==> src/rtl/piece_mover.sv <==
// Falling-tetromino controller: spawns a piece, applies gravity and player moves,
// checks collisions against the 12 board rows and requests lock-in when the piece lands.
module piece_mover #(
  parameter int unsigned DROP_TICKS = 25_000_000
) (
  input  logic       Clk,
  input  logic       Reset,
  input  logic       gen_flag,
  input  logic       Left,
  input  logic       Right,
  input  logic       Rot,
  input  logic       Down,
  input  logic [9:0] row0,
  input  logic [9:0] row1,
  input  logic [9:0] row2,
  input  logic [9:0] row3,
  input  logic [9:0] row4,
  input  logic [9:0] row5,
  input  logic [9:0] row6,
  input  logic [9:0] row7,
  input  logic [9:0] row8,
  input  logic [9:0] row9,
  input  logic [9:0] row10,
  input  logic [9:0] row11,
  output logic [3:0] x1,
  output logic [3:0] y1,
  output logic [3:0] x2,
  output logic [3:0] y2,
  output logic [3:0] x3,
  output logic [3:0] y3,
  output logic [3:0] x4,
  output logic [3:0] y4,
  output logic [2:0] piece_type,
  output logic       bottom_flag,
  output logic       top_flag,
  output logic [2:0] state
);

  localparam int unsigned CntW = (DROP_TICKS > 1) ? $clog2(DROP_TICKS) : 1;
  localparam logic [2:0]  TypeO = 3'd2;

  typedef enum logic [2:0] {
    StSpawn = 3'b000,
    StIdle  = 3'b001,
    StFall  = 3'b010,
    StLand  = 3'b011,
    StLost  = 3'b100
  } state_e;

  state_e            r_state, w_state_d;
  logic [3:0]        r_x [4];
  logic [3:0]        r_y [4];
  logic [3:0]        w_x_d [4];
  logic [3:0]        w_y_d [4];
  logic [2:0]        r_type, w_type_d;
  logic              r_top, w_top_d;
  logic [CntW-1:0]   r_cnt, w_cnt_d;
  logic [2:0]        r_lfsr;

  logic [11:0][9:0]  w_board;
  logic signed [4:0] w_dx [4];
  logic signed [4:0] w_dy [4];
  logic signed [4:0] w_cur_x [4];
  logic signed [4:0] w_cur_y [4];
  logic signed [4:0] w_cx [4];
  logic signed [4:0] w_cy [4];
  logic signed [4:0] w_sx [4];
  logic signed [4:0] w_sy [4];
  logic              w_tick, w_act, w_drop, w_cand_ok, w_spawn_ok;

  assign w_board = {row11, row10, row9, row8, row7, row6, row5, row4, row3, row2, row1, row0};
  assign w_tick  = (r_cnt == CntW'(DROP_TICKS - 1));

  // Cell is usable if inside the 10x12 field and its board bit is clear; row bit (9-x) is x.
  function automatic logic cell_free(input logic signed [4:0] cx, input logic signed [4:0] cy,
                                     input logic [11:0][9:0] board);
    logic free;
    free = 1'b0;
    if (cx >= 5'sd0 && cx <= 5'sd9 && cy >= 5'sd0 && cy <= 5'sd11) begin
      free = ~board[cy[3:0]][4'd9 - cx[3:0]];
    end
    return free;
  endfunction

  always_comb begin
    for (int i = 0; i < 4; i++) begin
      w_dx[i] = 5'sd0;
      w_dy[i] = 5'sd0;
    end
    unique case (r_type)
      3'd1: begin  // I
        w_dx[0] = -5'sd1; w_dx[2] = 5'sd1; w_dx[3] = 5'sd2;
      end
      3'd2: begin  // O
        w_dy[0] = -5'sd1; w_dx[2] = 5'sd1; w_dy[2] = -5'sd1; w_dx[3] = 5'sd1;
      end
      3'd3: begin  // T
        w_dx[0] = -5'sd1; w_dx[2] = 5'sd1; w_dy[3] = -5'sd1;
      end
      3'd4: begin  // S
        w_dx[0] = -5'sd1; w_dy[2] = -5'sd1; w_dx[3] = 5'sd1; w_dy[3] = -5'sd1;
      end
      3'd5: begin  // Z
        w_dx[0] = -5'sd1; w_dy[0] = -5'sd1; w_dy[2] = -5'sd1; w_dx[3] = 5'sd1;
      end
      3'd6: begin  // J
        w_dx[0] = -5'sd1; w_dy[0] = -5'sd1; w_dx[2] = -5'sd1; w_dx[3] = 5'sd1;
      end
      3'd7: begin  // L
        w_dx[0] = 5'sd1; w_dy[0] = -5'sd1; w_dx[2] = -5'sd1; w_dx[3] = 5'sd1;
      end
      default: ;
    endcase
  end

  // Candidate position for this cycle's single highest-priority action.
  always_comb begin
    w_act      = 1'b0;
    w_drop     = 1'b0;
    w_cand_ok  = 1'b1;
    w_spawn_ok = 1'b1;
    for (int i = 0; i < 4; i++) begin
      w_cur_x[i] = $signed({1'b0, r_x[i]});
      w_cur_y[i] = $signed({1'b0, r_y[i]});
      w_cx[i]    = w_cur_x[i];
      w_cy[i]    = w_cur_y[i];
      w_sx[i]    = 5'sd4 + w_dx[i];
      w_sy[i]    = 5'sd1 + w_dy[i];
    end
    if (Rot) begin
      if (r_type != TypeO) begin
        w_act = 1'b1;
        for (int i = 0; i < 4; i++) begin
          w_cx[i] = w_cur_x[1] - (w_cur_y[i] - w_cur_y[1]);
          w_cy[i] = w_cur_y[1] + (w_cur_x[i] - w_cur_x[1]);
        end
      end
    end else if (Left) begin
      w_act = 1'b1;
      for (int i = 0; i < 4; i++) w_cx[i] = w_cur_x[i] - 5'sd1;
    end else if (Right) begin
      w_act = 1'b1;
      for (int i = 0; i < 4; i++) w_cx[i] = w_cur_x[i] + 5'sd1;
    end else if (Down || w_tick) begin
      w_act  = 1'b1;
      w_drop = 1'b1;
      for (int i = 0; i < 4; i++) w_cy[i] = w_cur_y[i] + 5'sd1;
    end
    for (int i = 0; i < 4; i++) begin
      w_cand_ok  = w_cand_ok & cell_free(w_cx[i], w_cy[i], w_board);
      w_spawn_ok = w_spawn_ok & cell_free(w_sx[i], w_sy[i], w_board);
    end
  end

  always_comb begin
    w_state_d = r_state;
    w_type_d  = r_type;
    w_top_d   = r_top;
    w_cnt_d   = r_cnt;
    for (int i = 0; i < 4; i++) begin
      w_x_d[i] = r_x[i];
      w_y_d[i] = r_y[i];
    end
    unique case (r_state)
      StIdle: begin
        if (gen_flag) begin
          w_type_d  = r_lfsr;
          w_state_d = StSpawn;
        end
      end
      StSpawn: begin
        for (int i = 0; i < 4; i++) begin
          w_x_d[i] = w_sx[i][3:0];
          w_y_d[i] = w_sy[i][3:0];
        end
        if (w_spawn_ok) begin
          w_cnt_d   = '0;
          w_state_d = StFall;
        end else begin
          w_top_d   = 1'b1;
          w_state_d = StLost;
        end
      end
      StFall: begin
        w_cnt_d = w_tick ? '0 : r_cnt + 1'b1;
        if (w_act) begin
          if (w_cand_ok) begin
            for (int i = 0; i < 4; i++) begin
              w_x_d[i] = w_cx[i][3:0];
              w_y_d[i] = w_cy[i][3:0];
            end
            if (w_drop) w_cnt_d = '0;
          end else if (w_drop) begin
            w_state_d = StLand;
          end
        end
      end
      StLand: w_state_d = StIdle;
      StLost: begin
        if (gen_flag) begin
          w_top_d   = 1'b0;
          w_type_d  = r_lfsr;
          w_state_d = StSpawn;
        end
      end
      default: w_state_d = StIdle;
    endcase
  end

  always_ff @(posedge Clk) begin
    if (Reset) begin
      r_state <= StIdle;
      r_type  <= 3'd0;
      r_top   <= 1'b0;
      r_cnt   <= '0;
      r_lfsr  <= 3'b001;
      for (int i = 0; i < 4; i++) begin
        r_x[i] <= 4'd0;
        r_y[i] <= 4'd0;
      end
    end else begin
      r_state <= w_state_d;
      r_type  <= w_type_d;
      r_top   <= w_top_d;
      r_cnt   <= w_cnt_d;
      r_lfsr  <= {r_lfsr[1:0], r_lfsr[2] ^ r_lfsr[1]};
      for (int i = 0; i < 4; i++) begin
        r_x[i] <= w_x_d[i];
        r_y[i] <= w_y_d[i];
      end
    end
  end

  assign x1          = r_x[0];
  assign y1          = r_y[0];
  assign x2          = r_x[1];
  assign y2          = r_y[1];
  assign x3          = r_x[2];
  assign y3          = r_y[2];
  assign x4          = r_x[3];
  assign y4          = r_y[3];
  assign piece_type  = r_type;
  assign top_flag    = r_top;
  assign bottom_flag = (r_state == StLand);
  assign state       = r_state;

endmodule

==> config.mk <==
export PLATFORM = sky130hd
export DESIGN_NAME = piece_mover
export DESIGN_NICKNAME = d
export VERILOG_FILES = /design/src/rtl/piece_mover.sv
export SDC_FILE = /design/constraint.sdc
export NUM_CORES = 1
export LEC_CHECK = 0
export BUFFER_PORTS_ARGS = -buffer_cell sky130_fd_sc_hd__buf_2
export CAP_MARGIN = 20
export CORE_UTILIZATION = 32
export CTS_CLUSTER_DIAMETER = 30
export CTS_CLUSTER_SIZE = 14
export DETAILED_ROUTE_END_ITERATION = 10
export PLACE_DENSITY_LB_ADDON = 0.3
export RECOVER_POWER = 100
export SLEW_MARGIN = 10
export SYNTH_ARGS = -nofsm -noshare
export SYNTH_HDL_FRONTEND = slang
export SYNTH_SLANG_ARGS = --single-unit
==> constraint.sdc <==
create_clock -name Clk -period 8.4 [get_ports Clk]
set_input_delay 1.26 -clock Clk [delete_from_list [all_inputs] [get_ports Clk]]
set_output_delay 1.26 -clock Clk [all_outputs]
set_load 0.01 [all_outputs]
==> results.json, run 1 <==
{
  "power_frac_clock_pct": 19.2,
  "fraction_of_layout_instances_using_a_drive_strength_above_1_pct": 17.5,
  "synthesis.instances": 1562,
  "multiInputGateArea_sq_um": 9880,
  "routedWlPerCell_microns": 26.2,
  "fin_crit_ns": 7.60,
  "cell_internal_pwr_uw": 987,
  "initial_utilization_pct": 32.8,
  "grt_start_max_net_pins": 37,
  "fin_tns_setup_ns": 0,
  "cts_hold_buf": 0,
  "seq_area_sq_um": 1340,
  "finalSetupViolCount": 0,
  "placed_cells_incl_taps": 2184,
  "number_of_nets_in_the_layout": 1907,
  "clock_tree_from_tritoncts": "yes",
  "global_route.overflow_total": 0,
  "p_sw_share_pct": 49.8,
  "synth_area_leaders": "mux2i_1, dfxtp_1, nand2_1",
  "run_status": "complete, but fails checks",
  "utilization_pct": 37.1,
  "timing.critical_path.arrival_ns": 7.83,
  "worstMarginPinSlew_ns": 1.70,
  "groute.usage.overall_pct": 29.1,
  "gp_congestion": 1.03,
  "timing.critical_path.required_ns": 8.63,
  "drt-total-wl_mm": 57.6,
  "netlist.top_cell.by_area": "mux2i_1",
  "vdd_drop_max_mv": 0.104,
  "vias": 14000,
  "final.fill_count": 3941,
  "floorplan.die_area_sq_um": 38600,
  "cellPowerDensity_nw_per_um2": 143,
  "die-width_microns": 197,
  "core_area_sq_um": 37000,
  "power.combinational.fraction_pct": 62.1,
  "relSlewSlack_pct": -13.1,
  "yosys.cell_types.count": 103,
  "worst_hold_path_type": "reg2reg",
  "io_buffers": 166,
  "firstDrtPassIters": 7,
  "clk-insertion-delay-late_ns": 0.35,
  "antenna_violating_nets_post_route": 0,
  "grt_pass1_wl_mm": 84.4,
  "cts_buffer_depth": 2,
  "async_set_or_reset_flop_fraction_in_the_synthesized_netlist_pct": 0,
  "synth_enable_flop_cells": 0,
  "max_cap_viol_count": 2,
  "seq_power_share_pct": 18.6,
  "grt_setup_unrepaired": "no",
  "hold_viol_final": 0,
  "fmax_mhz": 132,
  "dp_hpwl_mm": 44.7,
  "synth.yosys.seq_area_share_pct": 11.1,
  "drt-initial-drc-count": 1873,
  "yosys.area.top_type_share_pct": 11.7,
  "final_max_slew_viol_count": 62,
  "cts.repair_timing.setup_buffer_count": 0,
  "first_global_vias": 12800,
  "ys_dominant_reg_cell": "dfxtp_1",
  "switching_power_uw": 981,
  "flow.area_growth_from_synthesis_pct": 13.4,
  "critPathKind": "reg2reg",
  "htreeDepth": 3,
  "violated_checks": "capacitance limit, slew limit",
  "drcViolationCount": 0,
  "cts_sinks": 67,
  "p_leak_uw": 0.00581,
  "antenna_violations_before_repair": 2,
  "critical_path.max_fanout": 22,
  "cp-end-kind": "register",
  "clk_pin_slew_worst_paths_ns": 0.06,
  "cts-buffers-inserted": 9,
  "critical_path.startpoint_type": "register",
  "stdcell_count": 2201,
  "synthesis.area_sq_um": 12100,
  "die_h_microns": 197,
  "num_rows": 70,
  "cts_resized": 0,
  "yosys_register_bits": 67,
  "mappedNetlistNets": 1778,
  "clock-skew-final_ns": 0.0107,
  "period_share_pct": 90.4,
  "post_synth.cell_area_avg_sq_um": 7.75,
  "synthesis.yosys.warnings": 0,
  "clock-root-buffer": "clkbuf_16",
  "ios": 167,
  "routed_vias_inst": 6.36
}
power by group through the flow:
stage	sequential, uW	combinational, uW	clock (uW)
4_1_cts	365	1180	381
3_3_place_gp	371	1180	0
2_1_floorplan	359	759	0
5_1_grt	368	1280	396
6_report	367	1220	379
3_5_place_dp	372	1170	0
worst max-delay path, stage by stage (launching register included):
cell,delay [ns]
dfxtp_1,0.63
clkbuf_1,0.75
ha_1,0.33
fa_1,0.54
a32o_1,0.33
a31oi_4,0.31
nand3_2,0.61
clkbuf_1,0.68
mux2i_1,0.26
a22oi_1,0.21
a2111oi_0,0.15
a31oi_1,0.21
nand4_1,0.27
and4b_1,0.35
and4_1,0.29
a31oi_4,0.87
buf_4,0.33
mux2_1,0.33
layout by cell type (no fill, tap or decap), drive strengths merged, types with 8 or more instances in the layout:
cell     count
a21o        17
and3        22
a32o         8
and4         9
mux2        18
nor4b        8
fa          24
dfxtp       67
mux2i      141
a21oi       73
mux4        36
nand2      233
nand4       25
o21ai       39
a31oi       53
nor2        90
o211ai      13
nor3        35
a221oi       8
clkbuf      53
nor2b       17
buf        183
a32oi       21
ha          65
o22ai       11
xor2        15
nor4         8
inv         97
nand3       69
xnor2       22
and2         9
a2111oi     17
a311oi      14
a211oi      27
a22oi       21
a211o        9
final timing paths:
path | cells after the start | start | slack, ns | end
max | 17 | r_y[1][0] | 0.80 | r_y[2][0]
min | 1 | r_lfsr[0] | 0.47 | r_lfsr[1]
max reg2reg | 17 | r_y[1][0] | 0.80 | r_y[2][0]
min reg2reg | 1 | r_lfsr[0] | 0.47 | r_lfsr[1]
layout make-up:
type	instances	area share [%]
sequential	67	9.77
antenna	1	0.0182
clock inverter	7	0.510
clock buffer	9	1.64
timing repair buffer	227	8.90
inverter	95	2.60
multi-input combinational	1291	72.0
tap	504	4.59
flip-flops by register name, indices dropped and copies added, names as in the netlist:
| register | count |
|---|---|
| r_x | 16 |
| top_flag | 1 |
| r_cnt | 25 |
| r_lfsr | 3 |
| piece_type | 3 |
| state | 3 |
| r_y | 16 |
metrics by stage:
step	total power [uW]	hold slack, ns	setup WS [ns]	area, sq um
6_report	1970	0.473	0.803	13700
5_1_grt	2040	0.491	0.597	13700
4_1_cts	1930	0.478	1.46	13800
3_5_place_dp	1550	0.462	1.09	13500
3_3_place_gp	1550	0.462	1.13	13500
2_1_floorplan	1120	0.438	3.17	12100
Yosys cell counts (24+ instances only):
cell type	count
a211oi_1	27
a21oi_1	71
a31oi_1	51
buf_2	42
clkbuf_1	40
dfxtp_1	67
fa_1	24
ha_1	65
inv_1	94
mux2i_1	141
mux4_2	36
nand2_1	232
nand3_1	68
nor2_1	86
nor3_1	34
o21ai_0	35
routing by layer:
metal | vias to the layer above | global-route usage, % | wire, microns
li1 | 6165 | - | -
met1 | 6772 | 41.1 | 24200
met2 | 911 | 43.3 | 24400
met3 | 147 | 6.42 | 6730
met4 | 2 | 9.98 | 2240
met5 | - | 0 | 12
kinds of logic after synthesis:
group                      share of synthesized area, %
adders and majority gates                          10.7
buffers and inverters                              7.84
muxes                                              20.0
DFF                                                11.1
and+or+nand+nor                                    22.9
AOI/OAI and AO/OA                                  24.8
xor gates and xnor gates                           2.68
No activity file was read; power rests on OpenSTA's default activity.
==> run 2: changes to the inputs <==
- ABC_AREA: default -> 1
- CORE_ASPECT_RATIO: default -> 0.5
- CORE_UTILIZATION: 32 -> 38
==> run 2 against run 1 <==
  * The run now ends clean
  * First-iteration DRC count is 27% higher
  * Synthesized cell count is 48% higher
  * Clock power is 1% higher
  * Sequential power is 13% higher
  * Via count is 15% higher
  * Setup slack better by 0.79 ns
  * Utilization is 5.5 points higher
  * Die area is 12% lower
  * Global-route usage is 1.5 points higher
==> results.json, run 2 <==
{
  "p_leak_uw": 0.00680,
  "worst_hold_slack_ns": 0.435,
  "drt-initial-drc-count": 2372,
  "multiInputGateArea_sq_um": 9440,
  "yosys.area.top_type_share_pct": 20.5,
  "clock-root-buffer": "clkbuf_16",
  "biggestRegsByFlops": "r_cnt x25, r_x x16, r_y x16",
  "die-width_microns": 260,
  "relSlewSlack_pct": 11.7,
  "cts.repair_timing.setup_buffer_count": 0,
  "final.fill_count": 3622,
  "period_share_pct": 81.0,
  "seq_area_sq_um": 1340,
  "most_used_cells_in_the_layout_excluding_fill_and_tap_cells": "nand2_1, nand3_1, inv_1, nor2_1, buf_2",
  "run_status": "complete, no violations",
  "netlist.top_cell.by_area": "nand2_1",
  "cts_sinks": 67,
  "post_synth_fa_ha_maj_area_fraction_pct": 10.3,
  "groute.usage.overall_pct": 30.6,
  "global_route.overflow_total": 0,
  "synthesis.instances": 2316,
  "cts_hold_buf": 0,
  "synth_enable_flop_cells": 0,
  "ys_dominant_reg_cell": "dfxtp_1",
  "fin_tns_setup_ns": 0,
  "synth.yosys.seq_area_share_pct": 10.6,
  "htreeDepth": 3,
  "antenna_violating_nets_post_route": 0,
  "grt_start_max_net_pins": 75,
  "worstMarginPinSlew_ns": 1.32,
  "routed_vias_inst": 5.70,
  "fmax_mhz": 147,
  "dp_hpwl_mm": 38.5,
  "clock-skew-final_ns": 0.00746,
  "cp-end-kind": "register",
  "antenna_violations_before_repair": 1,
  "flow.area_growth_from_synthesis_pct": 8.71,
  "synth-compound-area-share_pct": 14.7,
  "cts_resized": 0,
  "number_of_nets_in_the_layout": 2605,
  "floorplan.die_area_sq_um": 34000,
  "critical_path.startpoint_type": "register",
  "initial_utilization_pct": 39.2,
  "synthesis.area_sq_um": 12600,
  "synth_area_leaders": "nand2_1, nand3_1, dfxtp_1",
  "fraction_of_layout_instances_using_a_drive_strength_above_1_pct": 9.36,
  "cellPowerDensity_nw_per_um2": 245,
  "yosys.cell_types.count": 48,
  "async_set_or_reset_flop_fraction_in_the_synthesized_netlist_pct": 0,
  "io_buffers": 166,
  "firstDrtPassIters": 9,
  "post_synth.cell_area_avg_sq_um": 5.44,
  "gp_congestion": 1.01,
  "num_rows": 46,
  "timing.critical_path.mode_cell": "nand2_1",
  "top_register": "r_cnt",
  "yosys_register_bits": 67,
  "final_common_cell": "nand2_1",
  "vdd_drop_max_mv": 0.100,
  "finalSetupViolCount": 0,
  "synthesis.yosys.warnings": 0,
  "grt_setup_unrepaired": "no",
  "routedWlPerCell_microns": 19.1,
  "clock_tree_from_tritoncts": "yes",
  "die_h_microns": 131,
  "timing.critical_path.required_ns": 8.63,
  "ios": 167,
  "fin_crit_ns": 6.80,
  "drcViolationCount": 0,
  "mappedNetlistNets": 2532,
  "synth_simple_gate_area_share_pct": 47.8,
  "core_area_sq_um": 32200,
  "ant_diodes": 0,
  "first_global_vias": 14100,
  "synth_top_family_by_area": "simple AND/OR/NAND/NOR gates",
  "largest_register_ff_count": 25,
  "critPathMaxStageDelay_ns": 0.84,
  "post-synth-top-count-cell": "nand2_1",
  "vias": 16100,
  "cts-buffers-inserted": 9,
  "max_cap_viol_count": 0,
  "crit_slowest_cell": "inv_1",
  "critical_path.max_fanout": 57,
  "worst_hold_path_type": "reg2reg",
  "pre_cts_ws_ns": 2.11,
  "critPathKind": "reg2reg",
  "grt_pass1_wl_mm": 81.3,
  "finalWorstSetupSlack_ns": 1.60,
  "synth_xor_area_share_pct": 2.01,
  "ys_top_cells_by_count": "nand2_1, nand3_1, inv_1, nor2_1, o21ai_0",
  "clk_pin_slew_worst_paths_ns": 0.06,
  "hold_viol_final": 0,
  "final_max_slew_viol_count": 0,
  "cts_buffer_depth": 2,
  "clk-insertion-delay-late_ns": 0.33,
  "timing.critical_path.arrival_ns": 7.03,
  "drt-total-wl_mm": 53.9,
  "synthMuxAreaShare_pct": 0
}
## run 2: per-stage QoR
step / power (uW) / instances / utilization (%) / instance area (sq um)
after floorplan: 2130 / 2316 / - / 12600
after global placement: 2880 / 2810 / 41.9 / 13500
after detailed placement: 2890 / 2810 / 41.9 / 13500
after CTS: 3280 / 2826 / 42.8 / 13800
after global routing: 3590 / 2826 / 42.6 / 13700
final: 3360 / 2826 / 42.6 / 13700
## run 2: kinds of logic after synthesis
family	Yosys count
buf+inv	428
flops	67
fa+ha+maj	89
xor+xnor	29
compound gates	330
simple gates	1373
## run 2: area by class of cell
cell class / instances / area share, %
Clock buffer: 12 / 1.87
Clock inverter: 4 / 0.356
Inverter: 298 / 8.16
Multi-Input combinational cell: 1821 / 68.9
Sequential cell: 67 / 9.78
Tap cell: 432 / 3.94
Timing Repair Buffer: 192 / 7.01
## run 2: critical path: cells and delay by family (launching register included)
kind | cells | cell delay [ns]
xor gates and xnor gates | 1 | 0.21
adders and majority gates | 1 | 0.45
buffers and inverters | 4 | 2.23
and+or+nand+nor | 18 | 3.27
AOI/OAI and AO/OA | 1 | 0.19
DFF | 1 | 0.31
## run 2: final timing paths
check	start	endpoint	slack, ns	depth (start not counted)
worst max-delay path	r_x[1][1]	r_x[3][1]	1.60	25
worst min-delay path	r_lfsr[0]	r_lfsr[1]	0.43	2
worst max register to register	r_x[1][1]	r_x[3][1]	1.60	25
worst min register to register	r_lfsr[0]	r_lfsr[1]	0.43	2
## run 2: per-layer routing
layer,global-route usage [%],part of all wire (%),vias up
li1,-,-,7708
met1,41.9,42,7210
met2,48.4,43,1014
met3,4.90,11,176
met4,11.8,4.0,2
met5,0,0.030,-
## run 2: where the power goes
part	total, uW	switching [uW]	internal (uW)
clock	384	139	245
sequential	416	68.8	347
combinational	2560	1770	788
total	3360	1980	1380
